$ cat config.mk
export PLATFORM = sky130hd
export DESIGN_NAME = fp_result_packer_flat
export DESIGN_NICKNAME = d
export VERILOG_FILES = /design/src/rtl/fp_pkg.sv /design/src/rtl/fp_result_packer_if.sv /design/src/rtl/shiftReg25.sv /design/src/rtl/fp_result_packer.sv /design/src/flat_wrapper.sv
export SDC_FILE = /design/constraint.sdc
export NUM_CORES = 1
export LEC_CHECK = 0
export CAP_MARGIN = 30
export CORE_UTILIZATION = 53
export DETAILED_ROUTE_END_ITERATION = 12
export GPL_ROUTABILITY_DRIVEN = 0
export PLACE_DENSITY = 0.86
export SYNTH_ARGS = -nofsm -noshare
export SYNTH_HDL_FRONTEND = slang
export SYNTH_SLANG_ARGS = --single-unit
$ cat constraint.sdc
create_clock -name clk -period 6.4 [get_ports clk]
set_input_delay 0.64 -clock clk [delete_from_list [all_inputs] [get_ports clk]]
set_output_delay 0.64 -clock clk [all_outputs]
set_load 0.05 [all_outputs]
$ cat src/rtl/fp_pkg.sv
// rtl/fp_pkg.sv - shared types and constants for the single-precision result packer
package fp_pkg;

  localparam int EXP_W  = 8;
  localparam int FRAC_W = 23;
  localparam int MANT_W = FRAC_W + 2;

  localparam logic [EXP_W-1:0] EXP_MAX = 8'hFF;
  localparam logic [EXP_W-1:0] EXP_SAT = 8'd254;

  localparam logic [31:0] POS_INF = 32'h7F80_0000;
  localparam logic [31:0] NEG_INF = 32'hFF80_0000;

  typedef enum logic [2:0] {
    IDLE,
    CHECK,
    SHR,
    SHL,
    HOLD
  } state_t;

  // Assemble an IEEE single-precision word from its fields
  function automatic logic [31:0] pack_word(logic sign, logic [EXP_W-1:0] exp,
                                            logic [FRAC_W-1:0] frac);
    return {sign, exp, frac};
  endfunction

endpackage

$ cat src/rtl/fp_result_packer_if.sv
// rtl/fp_result_packer_if.sv - input/output handshake bundle of the result packer
interface fp_result_packer_if;
  import fp_pkg::*;

  logic              in_valid;
  logic              in_ready;
  logic              in_sign;
  logic [EXP_W-1:0]  in_exp;
  logic [MANT_W-1:0] in_mant;
  logic              out_valid;
  logic              out_ready;
  logic [31:0]       out_word;
  logic              out_ovf;
  logic              out_unf;

  modport master (
    output in_valid, in_sign, in_exp, in_mant, out_ready,
    input  in_ready, out_valid, out_word, out_ovf, out_unf
  );

  modport slave (
    input  in_valid, in_sign, in_exp, in_mant, out_ready,
    output in_ready, out_valid, out_word, out_ovf, out_unf
  );

endinterface

$ cat src/rtl/shiftReg25.sv
// rtl/shiftReg25.sv - 25-bit mantissa register with load and one-bit left/right shift
module shiftReg25
  import fp_pkg::*;
(
  input  logic              clk,
  input  logic              rst_n,
  input  logic              load,
  input  logic              shr,
  input  logic              shl,
  input  logic [MANT_W-1:0] din,
  output logic [MANT_W-1:0] q
);

  // Load wins over shifting; right shift truncates the LSB
  always_ff @(posedge clk or negedge rst_n) begin
    if (!rst_n)    q <= '0;
    else if (load) q <= din;
    else if (shr)  q <= {1'b0, q[MANT_W-1:1]};
    else if (shl)  q <= {q[MANT_W-2:0], 1'b0};
  end

endmodule

$ cat src/rtl/fp_result_packer.sv
// rtl/fp_result_packer.sv - normalizes a raw adder result and packs it into an IEEE word
module fp_result_packer
  import fp_pkg::*;
(
  input  logic clk,
  input  logic rst,
  fp_result_packer_if.slave bus
);

  state_t             state, state_nxt;
  logic               sign_q;
  logic [EXP_W-1:0]   exp_q;
  logic [MANT_W-1:0]  mant_q;
  logic               ovf_q, unf_q;

  logic               mant_load, mant_shr, mant_shl;
  logic [MANT_W-1:0]  mant_din;
  logic               exp_load, exp_inc, exp_dec;
  logic [EXP_W-1:0]   exp_din;
  logic               accept, set_ovf, set_unf;

  assign accept = (state == IDLE) && bus.in_valid;

  shiftReg25 u_mant (
    .clk   (clk),
    .rst_n (rst),
    .load  (mant_load),
    .shr   (mant_shr),
    .shl   (mant_shl),
    .din   (mant_din),
    .q     (mant_q)
  );

  // State register
  always_ff @(posedge clk or negedge rst) begin
    if (!rst) state <= IDLE;
    else      state <= state_nxt;
  end

  // Next state plus mantissa/exponent/flag controls
  always_comb begin
    state_nxt = state;
    mant_load = 1'b0;
    mant_shr  = 1'b0;
    mant_shl  = 1'b0;
    mant_din  = bus.in_mant;
    exp_load  = 1'b0;
    exp_inc   = 1'b0;
    exp_dec   = 1'b0;
    exp_din   = bus.in_exp;
    set_ovf   = 1'b0;
    set_unf   = 1'b0;
    case (state)
      IDLE: begin
        if (bus.in_valid) begin
          state_nxt = CHECK;
          mant_load = 1'b1;
          exp_load  = 1'b1;
        end
      end
      CHECK: begin
        if (mant_q == '0) begin
          state_nxt = HOLD;
          exp_load  = 1'b1;
          exp_din   = '0;
        end else if (exp_q == EXP_MAX || (mant_q[MANT_W-1] && exp_q == EXP_SAT)) begin
          state_nxt = HOLD;
          set_ovf   = 1'b1;
        end else if (exp_q == '0) begin
          state_nxt = HOLD;
          set_unf   = 1'b1;
          mant_load = 1'b1;
          mant_din  = '0;
        end else if (mant_q[MANT_W-1]) begin
          state_nxt = SHR;
        end else if (mant_q[FRAC_W]) begin
          state_nxt = HOLD;
        end else begin
          state_nxt = SHL;
        end
      end
      SHR: begin
        mant_shr  = 1'b1;
        exp_inc   = 1'b1;
        state_nxt = HOLD;
      end
      SHL: begin
        // Entered only with the hidden bit clear; leave on the shift that sets it
        if (exp_q == 8'd1) begin
          state_nxt = HOLD;
          set_unf   = 1'b1;
          mant_load = 1'b1;
          mant_din  = '0;
          exp_load  = 1'b1;
          exp_din   = '0;
        end else begin
          mant_shl = 1'b1;
          exp_dec  = 1'b1;
          if (mant_q[FRAC_W-1]) state_nxt = HOLD;
        end
      end
      HOLD: begin
        if (bus.out_ready) state_nxt = IDLE;
      end
      default: state_nxt = IDLE;
    endcase
  end

  // Exponent up/down counter and captured sign
  always_ff @(posedge clk or negedge rst) begin
    if (!rst) begin
      exp_q  <= '0;
      sign_q <= 1'b0;
    end else begin
      if (accept) sign_q <= bus.in_sign;
      if (exp_load)     exp_q <= exp_din;
      else if (exp_inc) exp_q <= exp_q + 8'd1;
      else if (exp_dec) exp_q <= exp_q - 8'd1;
    end
  end

  // Saturation/flush flags, cleared on every new accept
  always_ff @(posedge clk or negedge rst) begin
    if (!rst) begin
      ovf_q <= 1'b0;
      unf_q <= 1'b0;
    end else if (accept) begin
      ovf_q <= 1'b0;
      unf_q <= 1'b0;
    end else begin
      if (set_ovf) ovf_q <= 1'b1;
      if (set_unf) unf_q <= 1'b1;
    end
  end

  assign bus.in_ready  = (state == IDLE);
  assign bus.out_valid = (state == HOLD);
  assign bus.out_ovf   = bus.out_valid & ovf_q;
  assign bus.out_unf   = bus.out_valid & unf_q;
  assign bus.out_word  = !bus.out_valid ? 32'h0 :
                         ovf_q ? (sign_q ? NEG_INF : POS_INF) :
                         pack_word(sign_q, exp_q, mant_q[FRAC_W-1:0]);

endmodule

$ cat src/flat_wrapper.sv
// flat-port wrapper written by rule: the top's interface ports become plain ports
module fp_result_packer_flat import fp_pkg::*;
  (clk, rst, bus_in_valid, bus_in_sign, bus_in_exp, bus_in_mant, bus_out_ready, bus_in_ready, bus_out_valid, bus_out_word, bus_out_ovf, bus_out_unf);
  fp_result_packer_if bus_i ();
  input  logic clk;
  input  logic rst;
  input wire logic [$bits(bus_i.in_valid)-1:0] bus_in_valid;
  input wire logic [$bits(bus_i.in_sign)-1:0] bus_in_sign;
  input wire logic [$bits(bus_i.in_exp)-1:0] bus_in_exp;
  input wire logic [$bits(bus_i.in_mant)-1:0] bus_in_mant;
  input wire logic [$bits(bus_i.out_ready)-1:0] bus_out_ready;
  output wire logic [$bits(bus_i.in_ready)-1:0] bus_in_ready;
  output wire logic [$bits(bus_i.out_valid)-1:0] bus_out_valid;
  output wire logic [$bits(bus_i.out_word)-1:0] bus_out_word;
  output wire logic [$bits(bus_i.out_ovf)-1:0] bus_out_ovf;
  output wire logic [$bits(bus_i.out_unf)-1:0] bus_out_unf;
  assign bus_i.in_valid = bus_in_valid;
  assign bus_i.in_sign = bus_in_sign;
  assign bus_i.in_exp = bus_in_exp;
  assign bus_i.in_mant = bus_in_mant;
  assign bus_i.out_ready = bus_out_ready;
  assign bus_in_ready = bus_i.in_ready;
  assign bus_out_valid = bus_i.out_valid;
  assign bus_out_word = bus_i.out_word;
  assign bus_out_ovf = bus_i.out_ovf;
  assign bus_out_unf = bus_i.out_unf;
  fp_result_packer u_core (.clk(clk), .rst(rst), .bus(bus_i));
endmodule
* Word level (Yosys, flattened, before mapping)
Cells that the tools add are included.
** Storage, ports and cells
- Bits in registers :: 39
- Logic and storage cells :: 77
- Bits of input ports :: 38
- Output and inout bits :: 36
** Operators by class
- Reduce and logical (&&, ||, !) cells :: 11
- Bitwise operators :: 2
- Eq/ne operators :: 10
- Multiplexer cells :: 46
- Add/sub/neg operators :: 2
** Operator list (count)
- $mux W25 :: 7
- $mux W32 :: 3
- $pmux W25 S2 :: 1
- $mux W8 :: 5
- $mux W3 :: 9
- $logic_not A25 Y1 :: 1
- $eq A8 B8 Y1 const B :: 2
- $mux W1 :: 16
- $pmux W8 S2 :: 1
- $pmux W3 S5 :: 1
- $add A8 B1 Y8 const B :: 1
- $eq A8 B1 Y1 const B :: 1
- $logic_not A8 Y1 :: 1
- $sub A8 B1 Y8 const B :: 1
- $eq A3 B2 Y1 const B :: 2
- $pmux W1 S3 :: 2
- $reduce_bool A3 Y1 :: 2
- $ne A2 B2 Y1 const B :: 2
- $reduce_bool A2 Y1 :: 2
- $eq A3 B1 Y1 const B :: 1
- $eq A3 B3 Y1 const B :: 1
- $logic_not A3 Y1 :: 1
- $ne A3 B2 Y1 const B :: 1
- $reduce_and A3 Y1 :: 1
- 4 further kinds :: 6

* Depth between registers and ports, before layout
Gate-level depths: netlist of the first run.
- Depth after elaboration :: 8
- Gate-level depth with buffers :: 8
- Gate-level depth less buffers :: 7

* Cells and area by module
From an unflattened synthesis of the first run, not the netlist that was laid out.
** Unflattened totals
- Cells, all modules :: 356
- Area total of the unflattened synthesis :: 3065.4 um^2
** By module, submodules not included
- fp_result_packer :: instances 1, seq. area each 350.3 um^2, area an instance 1585.3 um^2, cells an instance 195
- shiftReg25 :: instances 1, seq. area each 625.6 um^2, area an instance 1480.2 um^2, cells an instance 161

* Worst setup path after synthesis of the first run
No wires, ideal clock.
- Path type :: register -> register
- Start :: register u_core.state[0]
- End :: register u_core.exp_q[7]
- Stages on the path, launching flop included :: 8
- Library setup time :: 0.087 ns
- Data arrival time :: 2.710 ns
- Buffers on the path :: 3
- Setup slack :: 3.604 ns
- Data required time :: 6.313 ns
- Clock period less this slack :: 2.796 ns
- Cell sequence :: dfrtp_1 clkbuf_1 nor3_1 and2_1 buf_2 clkbuf_1 nand2_1 a211oi_2
** Between the ends
- Elaborated cells between the ends (all ways) :: 11
- Classes of those cells :: 3 x eq/ne; 6 x mux; 2 x reduce/logical
** RTL lines
- start: declaration :: RTL line fp_result_packer.sv:10 : state_t state, state_nxt;
- start signal: assignment :: RTL line fp_result_packer.sv:37 : else state <= state_nxt;
- $logic_not A3 Y1 (*)
- named net bus_in_ready :: RTL line flat_wrapper.sv:12 : output wire logic [$bits(bus_i.in_ready)-1:0] bus_in_ready;
- $pmux W1 S3 (*) :: RTL line fp_result_packer.sv:53 : case (state)
- $reduce_bool A3 Y1 (no source line) or $mux W8 (tied branches)
- end signal: assignment :: RTL line fp_result_packer.sv:116 : if (exp_load) exp_q <= exp_din;
- end signal: assignment :: RTL line fp_result_packer.sv:117 : else if (exp_inc) exp_q <= exp_q + 8'd1;
- end signal: assignment :: RTL line fp_result_packer.sv:118 : else if (exp_dec) exp_q <= exp_q - 8'd1;
- end: declaration :: RTL line fp_result_packer.sv:12 : logic [EXP_W-1:0] exp_q;
Mark *: on every way through the listed nets, which the timed path passes. The rest lies on a longest branch.
A chain may end at the register's enable or synchronous reset.

* Final worst setup path of the first run
- Start :: register u_core.state[2]
- End :: output port bus_out_word[13]
** Between the ends
- Longest elaborated chain between the ends :: 2
** RTL lines
- $eq A3 B3 Y1 :: RTL line fp_result_packer.sv:137 : assign bus.out_valid = (state == HOLD);
- $mux W32 :: RTL line fp_result_packer.sv:140 : assign bus.out_word = !bus.out_valid ? 32'h0 :
- end: declaration :: RTL line flat_wrapper.sv:14 : output wire logic [$bits(bus_i.out_word)-1:0] bus_out_word;
No other way between the ends.

==> results of run 1 <==
where the power goes:
group          switching, W  internal (W)  leakage, nW
Sequential         0.000190      0.000363        0.474
Clock             0.0000920     0.0000762       0.0412
Combinational      0.000594      0.000400        0.986
Total              0.000876      0.000839         1.50
placed cells by master (no fill, tap or decap), types with 3 or more instances in the layout:
cell             instances
a211oi_1                 3
a32oi_1                 12
clkdlybuf4s50_1         72
a21oi_1                 17
nand3_1                  8
inv_1                   17
nand4_1                  8
nor3_1                   9
a22o_1                  13
ha_1                     4
o21ai_0                  6
a31o_2                   3
nand2_1                 48
clkbuf_8                 5
o21a_1                   8
xnor2_1                  3
buf_4                    7
dfrtp_1                 39
a31oi_1                 12
and2_1                  28
nor4_1                   7
o211ai_1                14
nor2_1                  22
final cells by class:
class | count | area [um^2] | area share [%]
well taps | 70 | 87.6 | 2.37
clock buffers | 6 | 72.6 | 1.96
multi-input cells | 265 | 1670 | 45.2
repair buffers | 82 | 817 | 22.1
flip-flops and latches | 39 | 976 | 26.4
inverters | 17 | 63.8 | 1.72
clock inverters | 2 | 12.5 | 0.338
state kept, by name, summed over array words and instances (netlist names):
signal	count
u_core.exp_q	8
u_core.ovf_q	1
u_core.sign_q	1
u_core.state	3
u_core.u_mant.q	25
u_core.unf_q	1
per-stage QoR:
step	hold slack [ns]	std cells	utilization (%)
after floorplan	0.344	352	-
final	0.458	481	72.0
after detailed placement	0.456	473	70.4
after global routing	0.518	481	72.0
after global placement	0.449	469	69.3
after CTS	0.476	481	72.0
cell usage after synthesis (2+ instances only):
| cell | instances | area (um^2) |
|---|---|---|
| a211oi_1 | 3 | 22.5 |
| a211oi_2 | 2 | 25.0 |
| a21o_1 | 2 | 15.0 |
| a21oi_1 | 17 | 85.1 |
| a22o_1 | 13 | 114 |
| a31o_2 | 3 | 26.3 |
| a31oi_1 | 12 | 75.1 |
| a32oi_1 | 12 | 105 |
| and2_1 | 28 | 175 |
| and4_1 | 2 | 17.5 |
| buf_1 | 2 | 7.51 |
| buf_2 | 5 | 25.0 |
| buf_6 | 2 | 22.5 |
| clkbuf_1 | 22 | 82.6 |
| dfrtp_1 | 39 | 976 |
| ha_1 | 4 | 50.1 |
| inv_1 | 17 | 63.8 |
| nand2_1 | 48 | 180 |
| nand3_1 | 8 | 40.0 |
| nand4_1 | 8 | 50.1 |
| nand4bb_1 | 2 | 22.5 |
| nor2_1 | 22 | 82.6 |
| nor2b_1 | 2 | 12.5 |
| nor3_1 | 9 | 45.0 |
| nor3b_1 | 2 | 15.0 |
| nor4_1 | 7 | 43.8 |
| o211ai_1 | 14 | 105 |
| o21a_1 | 8 | 60.1 |
| o21ai_0 | 6 | 30.0 |
| o31a_1 | 2 | 17.5 |
| o31ai_1 | 2 | 15.0 |
| or2_2 | 2 | 12.5 |
| or3_1 | 2 | 12.5 |
| xnor2_1 | 3 | 26.3 |
layer usage:
| metal | global-route usage, % | part of all wire, % |
|---|---|---|
| met1 | 41.2 | 43 |
| met4 | 8.85 | 1.9 |
| met3 | 5.89 | 8.4 |
| met5 | 0 | 0 |
| met2 | 48.1 | 47 |
worst reg2reg max path, stage by stage (launching register included):
cell and delay (ns):
dfrtp_1 0.57, nor3_1 0.40, and2_1 0.17, buf_4 0.36
nor2_1 0.22, buf_6 0.20, and2_1 0.28, a22o_1 0.24
worst paths after layout:
kind	from	to	slack (ns)	depth (start not counted)
worst max-delay path	u_core.state[2]	bus_out_word[13]	2.70	6
worst max register to register	u_core.state[2]	u_core.u_mant.q[21]	3.84	7
worst min-delay path	rst	u_core.u_mant.q[2]	0.46	1
max in group asynchronous	rst	u_core.exp_q[1]	5.39	1
worst min register to register	u_core.sign_q	u_core.sign_q	0.47	2
min in group clk	u_core.sign_q	u_core.sign_q	0.47	2
cells by family after synthesis:
group / count (synthesis) / share of synthesized area, %
compound gates: 108 / 28.4
xor+xnor: 3 / 0.926
fa+ha+maj: 4 / 1.76
buf+inv: 48 / 7.10
flops: 39 / 34.4
mux: 1 / 0.353
simple gates: 149 / 27.1
==> flow_metrics.env, run 1 <==
export IMPL_crit_path_end_kind="output pin"
export IMPL_powerDensity_nw_per_um2=463
export IMPL_stdcell_area_um2=3700
export IMPL_grt_pass1_wl_um=12800
export IMPL_setup_violations_final=0
export IMPL_layout_nets=452
export IMPL_vias_per_cell=6.36
export IMPL_drc_errors=0
export IMPL_power_leakage_nw=1.50
export IMPL_design_die_area_um2=5650
export IMPL_ant_nets=0
export IMPL_critPathSlowestCell="clkdlybuf4s50_1"
export IMPL_crit_family="buffers and inverters"
export IMPL_max_freq_mhz=271
export IMPL_synth_seq_cells=39
export IMPL_worstMarginPinSlew_ns=0.882
export IMPL_hold_class="in2async"
export IMPL_syn2layout_area_growth_pct=30.5
export IMPL_dr_pass1_iters=5
export IMPL_clock_sinks=39
export IMPL_ctsHoldBuffers=0
export IMPL_syn_inst=352
export IMPL_dpl_instance_area_um2=3620
export IMPL_path_buf_inv=3
export IMPL_ys_async_sr_fraction_pct=100
export IMPL_core_area_um2=5140
export IMPL_wirelength_um=8120
export IMPL_grt_usage_pct=30.0
export IMPL_antenna_found_initial=0
export IMPL_dr_first_iter_drc_count=358
export IMPL_fin_crit_sh_pct=57.7
export IMPL_syn_num_nets=394
export IMPL_slew_viol_final=0
export IMPL_max_stage_delay_ns=0.81
export IMPL_clk_pin_slew_ns=0.08
export IMPL_path_max_fanout=18
export IMPL_fillerInstances=427
export IMPL_cts_buffers=5
export IMPL_finalHoldViolations=0
export IMPL_fin_worst_skew_ns=0.0117
export IMPL_rsz0062_at_grt="no"
export IMPL_cts_buffer_depth=2
export IMPL_clock_tree_root_cell="clkbuf_8"
export IMPL_num_io_pins=74
export IMPL_ys_types=54
export IMPL_rows=26
export IMPL_status="completed"
export IMPL_grt_overflow=0
export IMPL_yosys_warnings=0
export IMPL_cp_cell_sequence="nor3b_1 > buf_4 > nor2b_1 > buf_4 > and2_1 > clkdlybuf4s50_1"
export IMPL_cp_arrival_ns=3.06
export IMPL_synth_area_um2=2840
export IMPL_path_class="reg2out"
export IMPL_required_ns=5.76
export IMPL_ctsHtreeMaxLevel=2
export IMPL_layout_drive_gt1_share_pct=7.54
export IMPL_synth_main_ff_cell="dfrtp_1"
export IMPL_ys_seq_area_share_pct=34.4
export IMPL_grt_pass1_vias=2724
export IMPL_power_w=0.00172
export IMPL_start_util_pct=55.2
export IMPL_diodes=0
export IMPL_finalCriticalPeriod_ns=3.70
export IMPL_layout_setup_ws_ns=2.70
export IMPL_synth_edf_count=0
export IMPL_slew_headroom_pct=41.2
export IMPL_fp_dieW_um=75.2
export IMPL_dp_slack_ns=3.05
export IMPL_ctsResizeCount=0
export IMPL_die_h_um=75.2
export IMPL_cp_common_cell="buf_4"
export IMPL_wl_per_cell_um=16.9
export IMPL_cts_tree="done"
export IMPL_cap_violations=0
export IMPL_avgSynthCellArea_um2=8.06
export IMPL_num_vias=3060
export IMPL_io_buffers=73
export IMPL_post_cts_buffers=0
export IMPL_max_vdd_ir_drop_uv=219
export IMPL_post_dp_hpwl_um=5710
export IMPL_start_kind="register"
export IMPL_grt_max_degree=40
export IMPL_setup_tns_ns=0
export IMPL_clock_latency_ns=0.30
Power figures use the tool's default switching activity.
==> run 2, diff against run 1 <==
--- a/config.mk
+++ b/config.mk
@@ -6,10 +6,10 @@
 export NUM_CORES = 1
 export LEC_CHECK = 0
 export CAP_MARGIN = 30
-export CORE_UTILIZATION = 53
+export CORE_UTILIZATION = 45
 export DETAILED_ROUTE_END_ITERATION = 12
 export GPL_ROUTABILITY_DRIVEN = 0
-export PLACE_DENSITY = 0.86
+export PLACE_DENSITY = 0.78
 export SYNTH_ARGS = -nofsm -noshare
 export SYNTH_HDL_FRONTEND = slang
 export SYNTH_SLANG_ARGS = --single-unit
==> constraint.sdc (replaced) <==
create_clock -name clk -period 3.1 [get_ports clk]
set_input_delay 0.31 -clock clk [delete_from_list [all_inputs] [get_ports clk]]
set_output_delay 0.31 -clock clk [all_outputs]
set_load 0.05 [all_outputs]
==> flow_metrics.env, run 2 (same netlist as run 1, synthesis figures left out) <==
export IMPL_cap_violations=0
export IMPL_post_cts_buffers=0
export IMPL_core_area_um2=5990
export IMPL_syn2layout_area_growth_pct=36.9
export IMPL_crit_family="buffers and inverters"
export IMPL_fillerInstances=496
export IMPL_ctsHtreeMaxLevel=2
export IMPL_design_die_area_um2=6630
export IMPL_final_common_cell="nand2_1"
export IMPL_critPathSlowestCell="clkdlybuf4s50_1"
export IMPL_path_class="reg2out"
export IMPL_power_leakage_nw=1.63
export IMPL_grt_overflow=0
export IMPL_hold_class="in2async"
export IMPL_grt_pass1_wl_um=13400
export IMPL_num_io_pins=74
export IMPL_layout_nets=452
export IMPL_cts_tree="done"
export IMPL_dr_pass1_iters=6
export IMPL_layout_drive_gt1_share_pct=16.1
export IMPL_worstMarginPinSlew_ns=0.929
export IMPL_reg_top3="u_core.u_mant.q (25), u_core.exp_q (8), u_core.state (3)"
export IMPL_largest_reg_flops=25
export IMPL_dp_cells=478
export IMPL_antenna_found_initial=0
export IMPL_r2r_slack_ns=0.70
export IMPL_slew_viol_final=0
export IMPL_cts_buffer_depth=2
export IMPL_io_buffers=73
export IMPL_finalHoldViolations=0
export IMPL_ctsResizeCount=0
export IMPL_cp_arrival_ns=2.15
export IMPL_powerDensity_nw_per_um2=957
export IMPL_cts_buffers=5
export IMPL_grt_pass1_vias=2760
export IMPL_status="completed"
export IMPL_max_vdd_ir_drop_uv=479
export IMPL_rsz0062_at_grt="no"
export IMPL_path_max_fanout=18
export IMPL_vias_per_cell=6.23
export IMPL_rows=28
export IMPL_setup_violations_final=0
export IMPL_wl_per_cell_um=17.6
export IMPL_dr_first_iter_drc_count=361
export IMPL_max_stage_delay_ns=0.89
export IMPL_die_h_um=81.4
export IMPL_clock_sinks=39
export IMPL_required_ns=2.79
export IMPL_drc_errors=0
export IMPL_fin_util_pct=64.8
export IMPL_seqCellArea_um2=976
export IMPL_path_buf_inv=1
export IMPL_clock_tree_root_cell="clkbuf_8"
export IMPL_top_register="u_core.u_mant.q"
export IMPL_finalCriticalPeriod_ns=2.46
export IMPL_grt_max_degree=40
export IMPL_slew_headroom_pct=38.1
export IMPL_ant_nets=0
export IMPL_clk_pin_slew_ns=0.08
export IMPL_fp_dieW_um=81.4
export IMPL_r2r_cells=6
export IMPL_clock_latency_ns=0.30
export IMPL_cp_cell_sequence="nor3_1 > clkdlybuf4s50_1"
export IMPL_wirelength_um=8560
export IMPL_num_vias=3029
export IMPL_diodes=0
export IMPL_max_freq_mhz=407
export IMPL_grt_usage_pct=26.5
export IMPL_final_cell_mix="48 x nand2_1, 39 x dfrtp_1, 37 x clkdlybuf4s50_1"
export IMPL_post_dp_hpwl_um=5980
export IMPL_final_cell_count_no_fill=486
export IMPL_multi_input_area_um2=1670
export IMPL_start_kind="register"
export IMPL_start_util_pct=47.4
export IMPL_crit_path_end_kind="output pin"
export IMPL_fin_crit_sh_pct=79.2
export IMPL_ctsHoldBuffers=0
export IMPL_r2r_end="u_core.u_mant.q[2]"
export IMPL_fin_worst_skew_ns=0.00774
export IMPL_r2r_start="u_core.exp_q[6]"
export IMPL_setup_tns_ns=0
-- run 2: area by class of cell --
class / count / area share [%]
clock buffer: 6 / 1.87
clock inverter: 2 / 0.322
inverter: 17 / 1.64
multi-input combinational: 265 / 43.1
sequential: 39 / 25.1
tap: 75 / 2.42
timing repair buffer: 82 / 25.6
-- run 2: where the power goes --
group          internal, W  leakage [nW]  switching, W
clock             0.000158        0.0412      0.000194
sequential        0.000750         0.474      0.000396
combinational     0.000945          1.11       0.00127
total              0.00185          1.63       0.00186
-- run 2: how the worst max path moves through the flow --
stage | start | endpoint | slack, ns | depth (start not counted)
6_report | u_core.state[2] | bus_in_ready | 0.64 | 2
3_3_place_gp | u_core.state[2] | u_core.u_mant.q[4] | 0.56 | 5
2_1_floorplan | u_core.state[0] | u_core.exp_q[7] | 0.30 | 7
3_5_place_dp | u_core.exp_q[6] | u_core.u_mant.q[22] | 0.78 | 6
5_1_grt | u_core.state[2] | bus_in_ready | 0.59 | 2
4_1_cts | u_core.state[2] | bus_in_ready | 0.69 | 2
-- run 2: stage by stage --
step | hold WS, ns | instance area (um^2) | setup WS (ns) | total power, W
floorplan | 0.0144 | 2840 | 0.304 | 0.00254
global placement | 0.449 | 3790 | 0.560 | 0.00326
detailed placement | 0.455 | 3800 | 0.778 | 0.00333
CTS | 0.181 | 3880 | 0.693 | 0.00369
global route | 0.201 | 3880 | 0.591 | 0.00394
finish | 0.130 | 3880 | 0.643 | 0.00372
-- run 2: metal layers --
layer	vias up	wire length (um)	global-route usage, %
met5	-	0	0
met4	0	166	9.82
met3	18	713	4.67
met2	159	3960	40.4
met1	1448	3720	37.3
li1	1404	-	-
==> variant 1: new RTL, config.mk and constraints of run 2 <==
The 5 states of `state_t` get a one-hot encoding in 5 bits.
--- a/src/rtl/fp_pkg.sv
+++ b/src/rtl/fp_pkg.sv
@@ -11,12 +11,12 @@
   localparam logic [31:0] POS_INF = 32'h7F80_0000;
   localparam logic [31:0] NEG_INF = 32'hFF80_0000;
 
-  typedef enum logic [2:0] {
-    IDLE,
-    CHECK,
-    SHR,
-    SHL,
-    HOLD
+  typedef enum logic [4:0] {
+    IDLE  = 5'b00001,
+    CHECK = 5'b00010,
+    SHR   = 5'b00100,
+    SHL   = 5'b01000,
+    HOLD  = 5'b10000
   } state_t;
 
   // Assemble an IEEE single-precision word from its fields
Function: same outputs for any inputs over 10 cycles, from zero or initial values and one cycle with rst low; not proved beyond that.
==> variant 1 against run 2 <==
  * Total power fell by 27%
  * Critical endpoint is now bus_out_word[26]
  * Wire length is 9.7% lower
  * Highest routed layer unchanged
  * Synthesized cell count is 12% lower
  * Sequential cell count rose by 2
  * First-iteration DRC count shrank 32%
  * Largest power group unchanged
  * Sequential power fell by 5%
  * Synthesized area shrank 4.9%
  * Final area shrank 9.5%
  * Worst setup slack worse by 390 ps
  * Die area down 4.8%
  * Combinational power decreased by 47%
==> variant 1: results <==
{
  "rr_endpoint": "u_core.exp_q[0]",
  "drt_iter0_markers": 247,
  "synth_cell_types": 52,
  "grt_pass1_vias": 2501,
  "grt_usage": 0.2551,
  "reg_top3": "u_core.u_mant.q (25), u_core.exp_q (8), u_core.state (5)",
  "arrival_ps": 2540,
  "endpoint": "bus_out_word[26]",
  "fin_skew_ps": 4.448,
  "synth_fp_nets": 353,
  "powerDensity_mw_per_mm2": 775.3,
  "wire_per_inst_um": 17.15,
  "pre_cts_slack_ps": 556.2,
  "via_per_inst": 6.086,
  "synthCells": 311,
  "synth_area_leaders": "dfrtp_1 (37%), nand2_1 (7.1%), and3_1 (5.8%)",
  "dpl.hpwl_um": 5596,
  "fin_nets": 420,
  "layoutNonFillerInstCount": 451,
  "cpPeakStageDelay_ps": 830,
  "fin_crit_sh": 0.9182,
  "dpl-instance-area_mm2": 0.003396,
  "rr_startpoint": "u_core.exp_q[1]",
  "grt_pass1_wl_um": 12600,
  "cellLeakagePower_nw": 1.583,
  "fill_cells": 503,
  "power_w": 0.002726,
  "cp_top_family": "buffers and inverters",
  "firstDrtPassIters": 5,
  "tightest_slew_ps": 920.1,
  "pg_comb_w": 0.00118,
  "ir_worst_vdd_mv": 0.3976,
  "reg2reg_depth": 8,
  "drive_above_1_share": 0.1372,
  "synth-seq-area-share": 0.3808,
  "p_sw_frac": 0.4252,
  "status": "complete, no violations",
  "clock_net_power_w": 0.000453,
  "path_max_fanout": 11
}
[variant 1: metal layers]
layer / vias to the layer above / share of wire / global-route usage / routed length (um)
met5: - / 0 / 0 / 0
met4: 0 / 0.018 / 0.07636 / 138
met3: 13 / 0.057 / 0.03086 / 439
met2: 112 / 0.47 / 0.3966 / 3605
met1: 1319 / 0.46 / 0.3695 / 3552
li1: 1301 / - / - / -
[variant 1: cell families (layout without fill, tap and decap cells)]
group                    after synthesis  after routing  share of synthesized area
XOR/XNOR                               4              4                    0.01299
AO/OA/AOI/OAI                         88             88                     0.2533
AND/OR/NAND/NOR                      140            140                     0.2695
buffers and inverters                 33            101                    0.06076
multiplexers                           1              1                   0.004174
flip-flops                            41             41                     0.3808
adder cells (fa/ha/maj)                4              4                    0.01855
[variant 1: layout make-up]
class	count	share of cell area
Timing Repair Buffer	82	0.2078
Clock inverter	2	0.01068
Clock buffer	6	0.02349
Sequential cell	41	0.2922
Tap cell	72	0.02562
Multi-Input combinational cell	237	0.4285
Inverter	11	0.01174
==> variant 2: new RTL, config.mk and constraints of run 2 <==
Without the edit above. Set the package constant `EXP_MAX` to 8'h7F (it was 8'hFF).
--- a/src/rtl/fp_pkg.sv
+++ b/src/rtl/fp_pkg.sv
@@ -5,7 +5,7 @@
   localparam int FRAC_W = 23;
   localparam int MANT_W = FRAC_W + 2;
 
-  localparam logic [EXP_W-1:0] EXP_MAX = 8'hFF;
+  localparam logic [EXP_W-1:0] EXP_MAX = 8'h7F;
   localparam logic [EXP_W-1:0] EXP_SAT = 8'd254;
 
   localparam logic [31:0] POS_INF = 32'h7F80_0000;
Behaviour: not the same (a bounded check fails within 4 cycles, from zero or initial values and one cycle with rst low).
==> variant 2 against run 2 <==
  * Wire length increased by 1.5%
  * Die area up 2.5%
  * Sequential cell count stayed put
  * Register-to-register slack worse by 160 ps
  * Final area up 2.6%
  * Total power grew 2.9%
  * Worst setup slack got worse by 390 ps
  * Synthesized area rose by 2.6%
  * Critical endpoint is now bus_out_word[0]
  * Largest cell class unchanged
==> variant 2: results <==
{
  "status": "complete, no violations",
  "htree_levels": 2,
  "synth-seq-area-share": 0.3352,
  "synth_fp_nets": 399,
  "grt_pass1_vias": 2869,
  "wire_per_inst_um": 17.70,
  "synth_common_cells": "nand2_1 (55), nor2_1 (41), dfrtp_1 (39)",
  "path_max_fanout": 15,
  "maxSlewViolCount": 0,
  "drt_iter0_markers": 285,
  "grt_pass1_wl_um": 14080,
  "synth_area_leaders": "dfrtp_1 (34%), nand2_1 (7.1%), nor2_1 (5.3%)",
  "dpl.cell_count": 484,
  "wirelength_um": 8690,
  "synthCells": 357,
  "synth_cell_types": 57,
  "drive_above_1_share": 0.1490,
  "dpl-instance-area_mm2": 0.003897,
  "slew_headroom": 0.3843,
  "fin_skew_ps": 3.741,
  "cellLeakagePower_nw": 1.606,
  "ir_worst_vdd_mv": 0.4875,
  "grt_usage": 0.2750,
  "arrival_ps": 2530,
  "whs_ps": 147.1,
  "ff2ff_setup_slack_ps": 540,
  "postCtsSetupBuffers": 0,
  "fmax_mhz": 351.9,
  "dpl.hpwl_um": 6033,
  "cp-startpoint": "u_core.state[0]",
  "switching_power_w": 0.001858,
  "cpPeakStageDelay_ps": 830,
  "async_flop_share": 1.000,
  "fin_nets": 458,
  "pre_cts_slack_ps": 555.7,
  "cts_buffer_depth": 2,
  "vias": 3034,
  "critPathSlowestCell": "clkdlybuf4s50_1",
  "clk_latency_ps": 290,
  "rr_startpoint": "u_core.exp_q[2]",
  "fill_cells": 525,
  "numCtsBuffers": 5,
  "grt_max_degree": 40,
  "yosysWarnings": 0,
  "firstDrtPassIters": 5,
  "reg_top3": "u_core.u_mant.q (25), u_core.exp_q (8), u_core.state (3)",
  "cp_top_family": "simple AND/OR/NAND/NOR gates",
  "n_antenna_cell": 0
}
-- variant 2: cell type report --
type	instances	area, um^2	share of cell area
clock buffer	6	82.58	0.02072
clock inverter	1	5.005	0.001256
inverter	7	26.28	0.006593
multi-input combinational	281	1788	0.4487
sequential	39	975.9	0.2449
tap	75	93.84	0.02355
timing repair buffer	82	1013	0.2543
-- variant 2: worst paths after layout --
check | end | cells after the start
setup / recovery | bus_out_word[0] | 4
hold / removal | u_core.sign_q | 1
setup reg to reg | u_core.u_mant.q[6] | 6
hold reg to reg | u_core.sign_q | 2
max in group asynchronous | u_core.u_mant.q[17] | 1
min in group clk | u_core.sign_q | 2
-- variant 2: power by group through the flow --
| stage | sequential, W | clock (W) | combinational, W |
|---|---|---|---|
| after detailed placement | 0.00118 | 0 | 0.00226 |
| after global routing | 0.00124 | 0.000382 | 0.00244 |
| after floorplan | 0.000966 | 0 | 0.00170 |
| after global placement | 0.00118 | 0 | 0.00222 |
| final | 0.00120 | 0.000355 | 0.00227 |
| after CTS | 0.00118 | 0.000360 | 0.00227 |
-- variant 2: metal layers --
layer / vias to the layer above / track usage / routed length, um
li1: 1408 / - / -
met1: 1458 / 0.3505 / 3649
met2: 150 / 0.4545 / 4208
met3: 18 / 0.05495 / 637
met4: 0 / 0.1105 / 194
met5: - / 0 / 0
-- variant 2: logic make-up after synthesis --
kind of cell               after synthesis  synth area share
and+or+nand+nor                        183            0.3141
xor gates and xnor gates                 2          0.006017
AOI/OAI and AO/OA                       91            0.2699
buffers and inverters                   37           0.05415
adders and majority gates                4           0.01719
DFF                                     39            0.3352
muxes                                    1          0.003438
